==> src/rtl/div_sched.sv <==
// div_sched: round-robin arbiter sharing one iterative divider core among NREQ requesters.
// Latency: grant in cycle 0, core start in cycle 1, response the cycle after core ready (cycle 1 for bad operands).
// Backpressure: one transaction in flight; the response is held until rsp_ready and no grant is made meanwhile.
// Optional feature: define DIV_SCHED_TIMEOUT_EN to add a WAIT-state watchdog of TIMEOUT cycles.

module div_sched #(
  parameter int NREQ    = 4,
  parameter int W       = 32,
  parameter int IDW     = 2,
  parameter int TIMEOUT = 15
) (
  input  logic              clk,
  input  logic              clr,
  input  logic [NREQ-1:0]   req_valid,
  input  logic [NREQ*W-1:0] req_a,
  input  logic [NREQ*W-1:0] req_b,
  output logic [NREQ-1:0]   req_ready,
  output logic              div_start,
  output logic [W-1:0]      div_a,
  output logic [W-1:0]      div_b,
  input  logic              div_ready,
  input  logic [W-1:0]      div_q,
  output logic              rsp_valid,
  output logic [IDW-1:0]    rsp_id,
  output logic [W-1:0]      rsp_q,
  output logic              rsp_err,
  input  logic              rsp_ready
);

  typedef enum logic [1:0] {
    S_IDLE  = 2'd0,
    S_ISSUE = 2'd1,
    S_WAIT  = 2'd2,
    S_RESP  = 2'd3
  } state_t;

  state_t          state_q, state_d;
  logic [IDW-1:0]  rr_ptr_q;
  logic [IDW-1:0]  rsp_id_q;
  logic [W-1:0]    div_a_q, div_b_q, rsp_q_q;
  logic            rsp_err_q;

  logic            gnt_vld;
  logic [NREQ-1:0] gnt_oh;
  logic [IDW-1:0]  gnt_idx;
  logic [W-1:0]    sel_a, sel_b;
  logic            sel_norm;
  logic            wait_to;

  // Round-robin pick: first requester after the last one served, wrapping around.
  always_comb begin
    gnt_vld = 1'b0;
    gnt_oh  = '0;
    gnt_idx = '0;
    for (int k = 1; k <= NREQ; k++) begin
      for (int i = 0; i < NREQ; i++) begin
        if (!gnt_vld && (i == (int'(rr_ptr_q) + k) % NREQ) && req_valid[i]) begin
          gnt_vld   = 1'b1;
          gnt_oh[i] = 1'b1;
          gnt_idx   = IDW'(i);
        end
      end
    end
  end

  // Operand mux for the granted requester.
  always_comb begin
    sel_a = '0;
    sel_b = '0;
    for (int i = 0; i < NREQ; i++) begin
      if (gnt_oh[i]) begin
        sel_a = req_a[i*W +: W];
        sel_b = req_b[i*W +: W];
      end
    end
  end

  // The core assumes both operands are in .1xxx form; anything else is bounced.
  assign sel_norm = sel_a[W-1] & sel_b[W-1];

`ifdef DIV_SCHED_TIMEOUT_EN
  localparam int CW = $clog2(TIMEOUT + 1);
  logic [CW-1:0] wcnt_q;

  // WAIT-cycle counter: zero outside WAIT, saturates instead of wrapping.
  always_ff @(posedge clk or posedge clr) begin
    if (clr) begin
      wcnt_q <= '0;
    end else if (state_q != S_WAIT) begin
      wcnt_q <= '0;
    end else if (wcnt_q != CW'(TIMEOUT)) begin
      wcnt_q <= wcnt_q + 1'b1;
    end
  end

  assign wait_to = (wcnt_q == CW'(TIMEOUT - 1));
`else
  logic timeout_unused;
  assign timeout_unused = (TIMEOUT != 0);
  assign wait_to        = 1'b0;
`endif

  // State register.
  always_ff @(posedge clk or posedge clr) begin
    if (clr) begin
      state_q <= S_IDLE;
    end else begin
      state_q <= state_d;
    end
  end

  // Next-state logic.
  always_comb begin
    state_d = state_q;
    case (state_q)
      S_IDLE:  if (gnt_vld) state_d = sel_norm ? S_ISSUE : S_RESP;
      S_ISSUE: state_d = S_WAIT;
      S_WAIT:  if (div_ready || wait_to) state_d = S_RESP;
      S_RESP:  if (rsp_ready) state_d = S_IDLE;
      default: state_d = S_IDLE;
    endcase
  end

  // State-decoded outputs; the accept pulse is suppressed while reset is held.
  always_comb begin
    req_ready = '0;
    div_start = 1'b0;
    rsp_valid = 1'b0;
    case (state_q)
      S_IDLE:  if (!clr) req_ready = gnt_oh;
      S_ISSUE: div_start = 1'b1;
      S_RESP:  rsp_valid = 1'b1;
      default: ;
    endcase
  end

  // Operand, pointer and response registers.
  always_ff @(posedge clk or posedge clr) begin
    if (clr) begin
      rr_ptr_q  <= IDW'(NREQ - 1);
      rsp_id_q  <= '0;
      div_a_q   <= '0;
      div_b_q   <= '0;
      rsp_q_q   <= '0;
      rsp_err_q <= 1'b0;
    end else begin
      if (state_q == S_IDLE && gnt_vld) begin
        rr_ptr_q  <= gnt_idx;
        rsp_id_q  <= gnt_idx;
        div_a_q   <= sel_a;
        div_b_q   <= sel_b;
        rsp_q_q   <= '0;
        rsp_err_q <= ~sel_norm;
      end
      if (state_q == S_WAIT) begin
        if (div_ready) begin
          rsp_q_q   <= div_q;
          rsp_err_q <= 1'b0;
        end else if (wait_to) begin
          rsp_q_q   <= '0;
          rsp_err_q <= 1'b1;
        end
      end
    end
  end

  assign div_a   = div_a_q;
  assign div_b   = div_b_q;
  assign rsp_id  = rsp_id_q;
  assign rsp_q   = rsp_q_q;
  assign rsp_err = rsp_err_q;

endmodule
==> config.mk <==
export PLATFORM = sky130hd
export DESIGN_NAME = div_sched
export DESIGN_NICKNAME = d
export VERILOG_FILES = /design/src/rtl/div_sched.sv
export SDC_FILE = /design/constraint.sdc
export NUM_CORES = 1
export LEC_CHECK = 0
export CAP_MARGIN = 40
export CORE_AREA = 2 2 154 156
export CTS_CLUSTER_DIAMETER = 120
export DETAILED_ROUTE_END_ITERATION = 8
export DIE_AREA = 0 0 156 158
export PLACE_DENSITY = 0.71
export SLEW_MARGIN = 0
export SYNTH_ARGS = -nofsm -noshare
export SYNTH_HDL_FRONTEND = slang
export SYNTH_SLANG_ARGS = --single-unit
==> constraint.sdc <==
create_clock -name clk -period 7.2 [get_ports clk]
set_clock_uncertainty 0.05 [all_clocks]
set_input_delay 2.16 -clock clk [delete_from_list [all_inputs] [get_ports clk]]
set_output_delay 2.16 -clock clk [all_outputs]
set_load 0.005 [all_outputs]
-- Yosys cells after proc, flatten, opt, wreduce, memory -nomap -nowiden
Index checks and enable logic that the tools add are counted.
- input port bits: 296
- logic and storage cells: 161
- output and inout port bits: 105
- flip-flop bits (word level): 103
- bitwise operators: 6
- reductions and logical operators: 57
- eq/ne operators: 18
- add/subtract/negate cells: 4
- mux-type cells: 69
- operators by type and width (cell ; number):
    2-to-1 mux 32 bit ; 11
    zero test 32 bit ; 4
    2-to-1 mux 1 bit ; 37
    2-to-1 mux 2 bit ; 18
    logical AND 1 bit ; 32
    equality test 3 bit, first input constant ; 8
    zero test 1 bit ; 15
    equality test 2 x 3 -> 1 bit, first input constant ; 4
    2-to-1 mux 4 bit ; 2
    one-hot mux 2 bit (4 select lines) ; 1
    OR reduction 2 bit ; 4
    != test 2 bit, second input constant ; 3
    adder 2 x 1 -> 2 bit, second input constant ; 2
    adder 2 bit, second input constant ; 2
    bitwise AND 1 bit, first input constant ; 4
    equality test 2 bit, second input constant ; 2
    AND reduction 3 bit ; 1
    equality test 2 x 1 -> 1 bit, second input constant ; 1
    zero test 2 bit ; 1
    bitwise AND 1 bit ; 1
    NOT 1 bit ; 1

-- Logic depth before layout (Yosys ltp)
Gate-level depths: netlist of run 1.
- depth after elaboration: 72
- depth in mapped cells: 8
- depth with buffers taken out: 6

-- Worst setup path before layout of run 1
Ideal clock, no wire load.
- path kind: input to output
- from: input clr
- to: output req_ready[0]
- setup slack: 128 ps
- data arrival time: 4862 ps
- required time: 4990 ps
- cell stages on the path: 3
- path buffers: 0
- path through: inv_1 -> nand2_1 -> nor3_1
- cells in the longest elaborated chain, start to end: 2
- ends and longest elaborated chain (what ; line ; RTL):
    start, declared ; 13 ; input logic clr,
    2-to-1 mux 4 bit ; 130 ; S_IDLE: if (!clr) req_ready = gnt_oh;
    2-to-1 mux 4 bit ; 129 ; case (state_q)
    end, declared ; 17 ; output logic [NREQ-1:0] req_ready,
No other way between the ends.

-- Worst setup path in the final report of run 1
- from: input req_valid[1]
- to: output req_ready[3]
- cells in the longest elaborated chain, start to end: 60
- elaborated cells between the ends (all ways): 63
- those cells by class: mux: 20; reduce/logical: 43
- ends and longest elaborated chain (what ; line ; RTL):
    start, declared ; 14 ; input logic [NREQ-1:0] req_valid,
    logical AND 1 bit ; 57 ; if (!gnt_vld && (i == (int'(rr_ptr_q) + k) % NREQ) && req_valid[i]) begin
    2-to-1 mux 1 bit ; 57 ;
    zero test 1 bit ; 57 ;
    logical AND 1 bit (2 in series) ; 57 ;
    2-to-1 mux 1 bit ; 57 ;
    zero test 1 bit ; 57 ;
    logical AND 1 bit (2 in series) ; 57 ;
    2-to-1 mux 1 bit ; 57 ;
    [40 not listed] ; -- ;
    zero test 1 bit ; 57 ;
    logical AND 1 bit (2 in series) ; 57 ;
    2-to-1 mux 1 bit ; 57 ;
    zero test 1 bit ; 57 ;
    logical AND 1 bit (2 in series) ; 57 ;
    2-to-1 mux 1 bit (*) ; 57 ;
    2-to-1 mux 4 bit (*) ; 130 ;
    2-to-1 mux 4 bit (*) ; 129 ;
Every way passes the cells marked *; elsewhere a longest branch is shown, timed or not.

==> results of run 1 <==
-- flip-flops by register name, summed over array words and instances, names as in the netlist --
name and count:
state_q 2, rsp_err 1, rsp_q 32, rsp_id 2, rr_ptr_q 2, div_b 32, div_a 32
-- worst max-delay path: stages --
cell	delay, ns
clkdlybuf4s50_1	0.63
nand2b_1	0.11
a221oi_2	0.41
nand2b_1	0.23
nor2_1	0.07
clkdlybuf4s50_1	0.49
-- routing by layer --
metal | part of all wire, % | vias up | global-route usage, % | wire (µm)
met1 | 40 | 3009 | 22.77 | 9680
met4 | 2.0 | 0 | 5.985 | 479
li1 | - | 2911 | - | -
met2 | 49 | 287 | 31.44 | 11830
met3 | 9.3 | 24 | 5.940 | 2247
met5 | 0 | - | 0 | 0
-- per-stage QoR --
step / power, mW / instances / area (µm²)
after global routing: 3.645 / 1243 / 10100
after global placement: 2.863 / 1225 / 9764
after CTS: 3.441 / 1243 / 10100
final: 3.394 / 1244 / 10100
after floorplan: 1.938 / 580 / 5585
after detailed placement: 2.911 / 1227 / 9807
-- worst max path at each step --
stage,from,endpoint,depth (start not counted)
after global placement,req_valid[1],req_ready[3],6
after global routing,req_valid[1],req_ready[3],6
final,req_valid[1],req_ready[3],6
after CTS,req_valid[1],req_ready[3],6
after floorplan,clr,req_ready[0],3
after detailed placement,req_valid[1],req_ready[3],6
-- Yosys cell counts, types with 2 or more instances --
library cell  count  share of area, %
buf_1             3              0.20
a21o_1            2              0.27
nand3_1          36               3.2
a221oi_1         25               3.9
dfrtp_1         101                45
nor2_1           76               5.1
dfstp_2           2              0.94
buf_2            14               1.3
buf_6            10               2.0
a31oi_1           3              0.34
inv_1             6              0.40
clkbuf_1         20               1.3
nor3_1            4              0.36
and2_1            2              0.22
nand2_1          67               4.5
nand2b_1          5              0.56
a22oi_1          62               8.3
ha_1              4              0.90
buf_4             8               1.1
nor2b_1           2              0.22
a221oi_2         39                10
o21ai_0           3              0.27
a21oi_1          67               6.0
-- layout by cell type, fill, tap and decap left out, types with 2 or more instances in the layout --
cell / instances
inv_8: 3
ha_1: 4
a22oi_1: 62
a21o_1: 2
buf_4: 8
a31oi_1: 3
dfstp_2: 2
a21oi_1: 67
buf_12: 2
nor3_1: 4
nand3_1: 36
clkbuf_16: 9
dfrtp_1: 101
nor2_4: 2
clkdlybuf4s50_1: 400
inv_6: 3
nor2_1: 74
nand2_1: 67
a221oi_2: 39
nand2b_1: 4
o21ai_0: 3
a221oi_1: 25
inv_1: 5
-- cells by family after synthesis --
kind of cell | after synthesis | share of synthesized area (%)
buffers and inverters | 62 | 6.362
adder cells (fa/ha/maj) | 4 | 0.8961
multiplexers | 1 | 0.2016
AND/OR/NAND/NOR | 196 | 14.67
flip-flops | 103 | 46.19
AO/OA/AOI/OAI | 214 | 31.68
-- final cells by class --
cell class | instances | share of cell area, %
clock buffer | 9 | 2.229
tap | 290 | 3.591
antenna | 1 | 0.02477
multi-input combinational | 415 | 26.61
sequential | 103 | 25.54
timing repair buffer | 412 | 41.04
clock inverter | 7 | 0.6811
inverter | 7 | 0.2848
-- power breakdown --
part           total (mW)  switching [mW]  internal [mW]  leakage, nW
sequential           1.02           0.159          0.859         1.22
combinational        1.86           0.897          0.968         2.69
clock               0.512           0.264          0.248        0.147
==> flow_summary_export.csv, run 1 <==
group,metric,value,unit
critical_path,cp-start-kind,"input pin",
synthesis,syn_inst,580,
die,initial_core_util,24.23,%
cells_and_area,nets,1248,
pwr,ir_worst_vdd,160.1,µV
clock_network,cts_buffer_depth,2,
critical_path,rr_endpoint,"div_a[6]$_DFFE_PP0P_",
synthesis,synth_edf_count,0,
critical_path,path_max_fanout,9,
routing,viasPerCell,5.009,
die,die_x,156,µm
clock_network,clk_pin_slew,0.07,ns
clock_network,cts_hold_buf,0,
routing,num_vias,6231,
placement,place_ws,0.8525,ns
placement,hpwlAfterDp,18.01,mm
clock_network,root_buffer,"clkbuf_16",
pwr,leakage,4.057,nW
grt,grt_pass1_vias,6190,
timing,worst_pin_slew,0.8544,ns
critical_path,rrSetupSlack,4.59,ns
routing,firstDrtPassIters,5,
placement,gp_congestion,0.8234,
min_path,holdCritPathClass,"register to register",
synthesis,yosys_most_used_dff,"dfrtp_1",
timing,setup_viol,0,
clock_network,cts_tree,"yes",
timing,maxSlewViolCount,0,
routing,antenna_left,0,
timing,period_share,87.93,%
placement,numPortBuffers,400,
cells_and_area,layout-area-overhead-vs-synth,80.89,%
routing,drc,0,
timing,setup_slack,0.8692,ns
min_path,hp-start,"rsp_q[26]$_DFF_PP0_",
clock_network,htree_levels,3,
synthesis,synth.ff_latch_count,103,
critical_path,r2r-start,"rr_ptr_q[1]$_DFFE_PP1P_",
clock_network,clk_latency,0.35,ns
timing,finalSetupTns,0,ns
critical_path,crit_type,"input pin to primary output",
timing,period_minus_slack,6.331,ns
die,die_y,158,µm
grt,grt_max_degree,70,
synthesis,synth-seq-area-share,46.19,%
synthesis,synth_fp_nets,880,
timing,hold_slack,0.4508,ns
die,ios,401,
cells_and_area,multi_input_area,0.002689,mm²
die,core-area,0.02305,mm²
synthesis,avgSynthCellArea,9.630,µm²
die,die_area,0.02465,mm²
run,maxCapViolations,0,
min_path,hold-path-endpoint,"rsp_q[26]$_DFF_PP0_",
timing,slew_headroom,43.04,%
clock_network,ctsResizeCount,0,
routing,drtIter0Drc,367,
grt,grt_pass1_wl,35.47,mm
run_status,status,"finished clean",
synthesis,yosysUniqueCellTypes,42,
critical_path,crit_required,4.99,ns
grt,grt_use_total,18.68,%
routing,avgRoutedWirePerCell,19.48,µm
routing,totalWireLength,24.24,mm
die,rows,56,
grt,antenna_found_initial,1,
critical_path,arrival,4.12,ns
critical_path,worstRegToRegCells,6,
clock_network,cts_buffers,9,
synthesis,ys_warn_count,0,
pwr,power_density,336.0,mW/mm²
timing,hold_viol,0,
timing,fmax,0.1580,GHz
cells_and_area,final_core_util,43.83,%
critical_path,cp-end-kind,"primary output",
cells_and_area,drive_above_1_share,8.185,%
synthesis,syn_area,0.005585,mm²
timing,rsz0062_at_grt,"false",
grt,grt_overflow,0,
min_path,hold_path_depth,2,
cells_and_area,seqCellArea,0.002580,mm²
clock_network,clock-sinks,103,
clock_network,cts_setup_buffers,0,
synthesis,ys_async_sr_fraction,100.0,%
cells_and_area,fillers,2193,
Power figures use the tool's default switching activity.
==> run 2: changes to the inputs <==
Settings changed: CORE_AREA 2 2 154 156 to not set, CORE_ASPECT_RATIO set to 0.5, CORE_MARGIN set to 8, CORE_UTILIZATION set to 35, DIE_AREA 0 0 156 158 to not set, PLACE_DENSITY 0.71 to 0.92.
==> run 2 against run 1 <==
Compared with the run above:
- critical path type unchanged
- via count up 5.0%
- clock power rose by 3%
- sequential power is essentially flat
- first-iteration DRC count rose by 56%
- count of clock-buffer cells in the layout grew 1
- utilization rose by 21 points
- non-clock buffer count increased by 1
- highest routed layer unchanged
- combinational power rose by 3%
==> flow_summary_export.csv, run 2 (synthesis results as in run 1) <==
group,metric,value,unit
pwr,leakage,4.060,nW
timing,period_share,88.98,%
cells_and_area,layout-area-overhead-vs-synth,79.12,%
cells_and_area,drive_above_1_share,8.080,%
grt,grt_pass1_vias,6850,
die,ios,401,
grt,grt_pass1_wl,41.40,mm
die,die_y,105.3,µm
critical_path,crit_start,"req_valid[0]",
run_status,status,"finished clean",
routing,drc,0,
routing,num_vias,6543,
timing,rsz0062_at_grt,"false",
critical_path,cp-end-kind,"primary output",
timing,maxSlewViolCount,0,
routing,drtIter0Drc,573,
routing,antenna_left,0,
critical_path,r2r-start,"rr_ptr_q[1]$_DFFE_PP1P_",
timing,fmax,0.1561,GHz
clock_network,clock-sinks,103,
pwr,internal_power,2.137,mW
clock_network,cts_setup_buffers,0,
timing,worst_pin_slew,0.9262,ns
timing,finalSetupTns,0,ns
routing,firstDrtPassIters,5,
pwr,comb_power_share,55.1,%
die,die_x,194.7,µm
die,initial_core_util,36.05,%
timing,period_minus_slack,6.406,ns
pwr,clkPwrFrac,15.2,%
cells_and_area,final_common_cell,"clkdlybuf4s50_1",
cells_and_area,nets,1249,
die,rows,32,
clock_network,cts_hold_buf,0,
routing,avgRoutedWirePerCell,24.08,µm
min_path,hold_path_depth,1,
critical_path,crit_required,4.99,ns
clock_network,root_buffer,"clkbuf_16",
critical_path,worstRegToRegCells,6,
clock_network,cts_buffers,9,
run,maxCapViolations,0,
clock_network,htree_levels,3,
pwr,switching_power,1.335,mW
clock_network,cts_buffer_depth,2,
routing,viasPerCell,5.655,
placement,dp.cells,1142,
grt,grt_overflow,0,
pwr,switching_share,38.45,%
critical_path,arrival,4.20,ns
critical_path,path_max_fanout,8,
placement,numPortBuffers,400,
die,die_area,0.02050,mm²
critical_path,cp-start-kind,"input pin",
timing,hold_viol,0,
pwr,ir_worst_vdd,156.2,µV
grt,grt_max_degree,64,
die,core-area,0.01549,mm²
placement,hpwlAfterDp,21.65,mm
routing,totalWireLength,27.86,mm
clock_network,clk_pin_slew,0.07,ns
placement,gp_congestion,0.9017,
critical_path,crit_type,"input pin to primary output",
pwr,power,3.472,mW
pwr,power_frac_seq,29.6,%
min_path,holdCritPathClass,"register to register",
critical_path,rr_endpoint,"div_a[8]$_DFFE_PP0P_",
cells_and_area,antenna_cells,0,
min_path,hp-start,"div_a[31]$_DFFE_PP0P_",
pwr,power_density,347.0,mW/mm²
timing,slew_headroom,37.69,%
clock_network,ctsResizeCount,0,
grt,antenna_found_initial,0,
grt,grt_use_total,25.72,%
cells_and_area,stdcell_count,1157,
min_path,hold-path-endpoint,"div_a[31]$_DFFE_PP0P_",
cells_and_area,final_cell_mix,"clkdlybuf4s50_1 (400), dfrtp_1 (101), nor2_1 (74), a21oi_1 (67), nand2_1 (67)",
timing,setup_viol,0,
critical_path,rrSetupSlack,4.59,ns
clock_network,clk_latency,0.34,ns
clock_network,cts_tree,"yes",
==> run 2: cell types whose count changed in the layout (fill, tap and decap cells not counted), sizes merged <==
cell      previous run  this run
buf                 12        13
bufinv               0         2
clkbuf               9        10
clkinvlp             0         1
diode                1         0
inv                 13         8
==> run 2: worst max path at each step <==
stage	endpoint	depth (start not counted)	slack, ns
after detailed placement	req_ready[1]	6	0.85
after floorplan	req_ready[0]	3	0.13
after global placement	req_ready[1]	6	0.87
after global routing	req_ready[1]	6	0.73
final	req_ready[1]	6	0.79
after CTS	req_ready[1]	6	0.83
==> run 2: critical path, cell delays in order <==
cell	delay (ns)
clkdlybuf4s50_1	0.52
or3_1	0.41
o221ai_1	0.13
and2_2	0.23
and3_1	0.19
clkdlybuf4s50_1	0.54
==> run 2: final cells by class <==
cell class	instances	area, µm²
repair buffers	413	4141
flip-flops and latches	103	2580
clock inverters	5	81.33
well taps	204	255.2
multi-input cells	415	2689
inverters	7	28.78
clock buffers	10	229.0
fillers	1258	5490
==> run 2: stage by stage <==
stage / utilization (%) / setup slack (ns) / cell area (µm²) / hold WS, ns
finish: 64.57 / 0.7937 / 10000 / 0.4443
global route: 64.57 / 0.7288 / 10000 / 0.4616
CTS: 64.57 / 0.8270 / 10000 / 0.4499
detailed placement: 62.56 / 0.8450 / 9694 / 0.4265
global placement: 62.16 / 0.8726 / 9632 / 0.4240
floorplan: - / 0.1282 / 5585 / 0.4328
==> run 2: power groups by stage <==
stage | Clock [mW] | Sequential, mW | Combinational [mW]
6_report | 0.529 | 1.03 | 1.91
2_1_floorplan | 0 | 1.03 | 0.911
3_3_place_gp | 0 | 1.02 | 1.83
5_1_grt | 0.557 | 1.06 | 2.06
4_1_cts | 0.540 | 1.03 | 1.92
3_5_place_dp | 0 | 1.03 | 1.91
==> run 2: layer usage <==
metal	up-vias	GRT usage, %	routed length, µm
met3	63	5.776	1882
met2	334	46.38	14530
met4	0	9.485	945
met5	-	0	0
met1	3242	29.82	10500
li1	2904	-	-
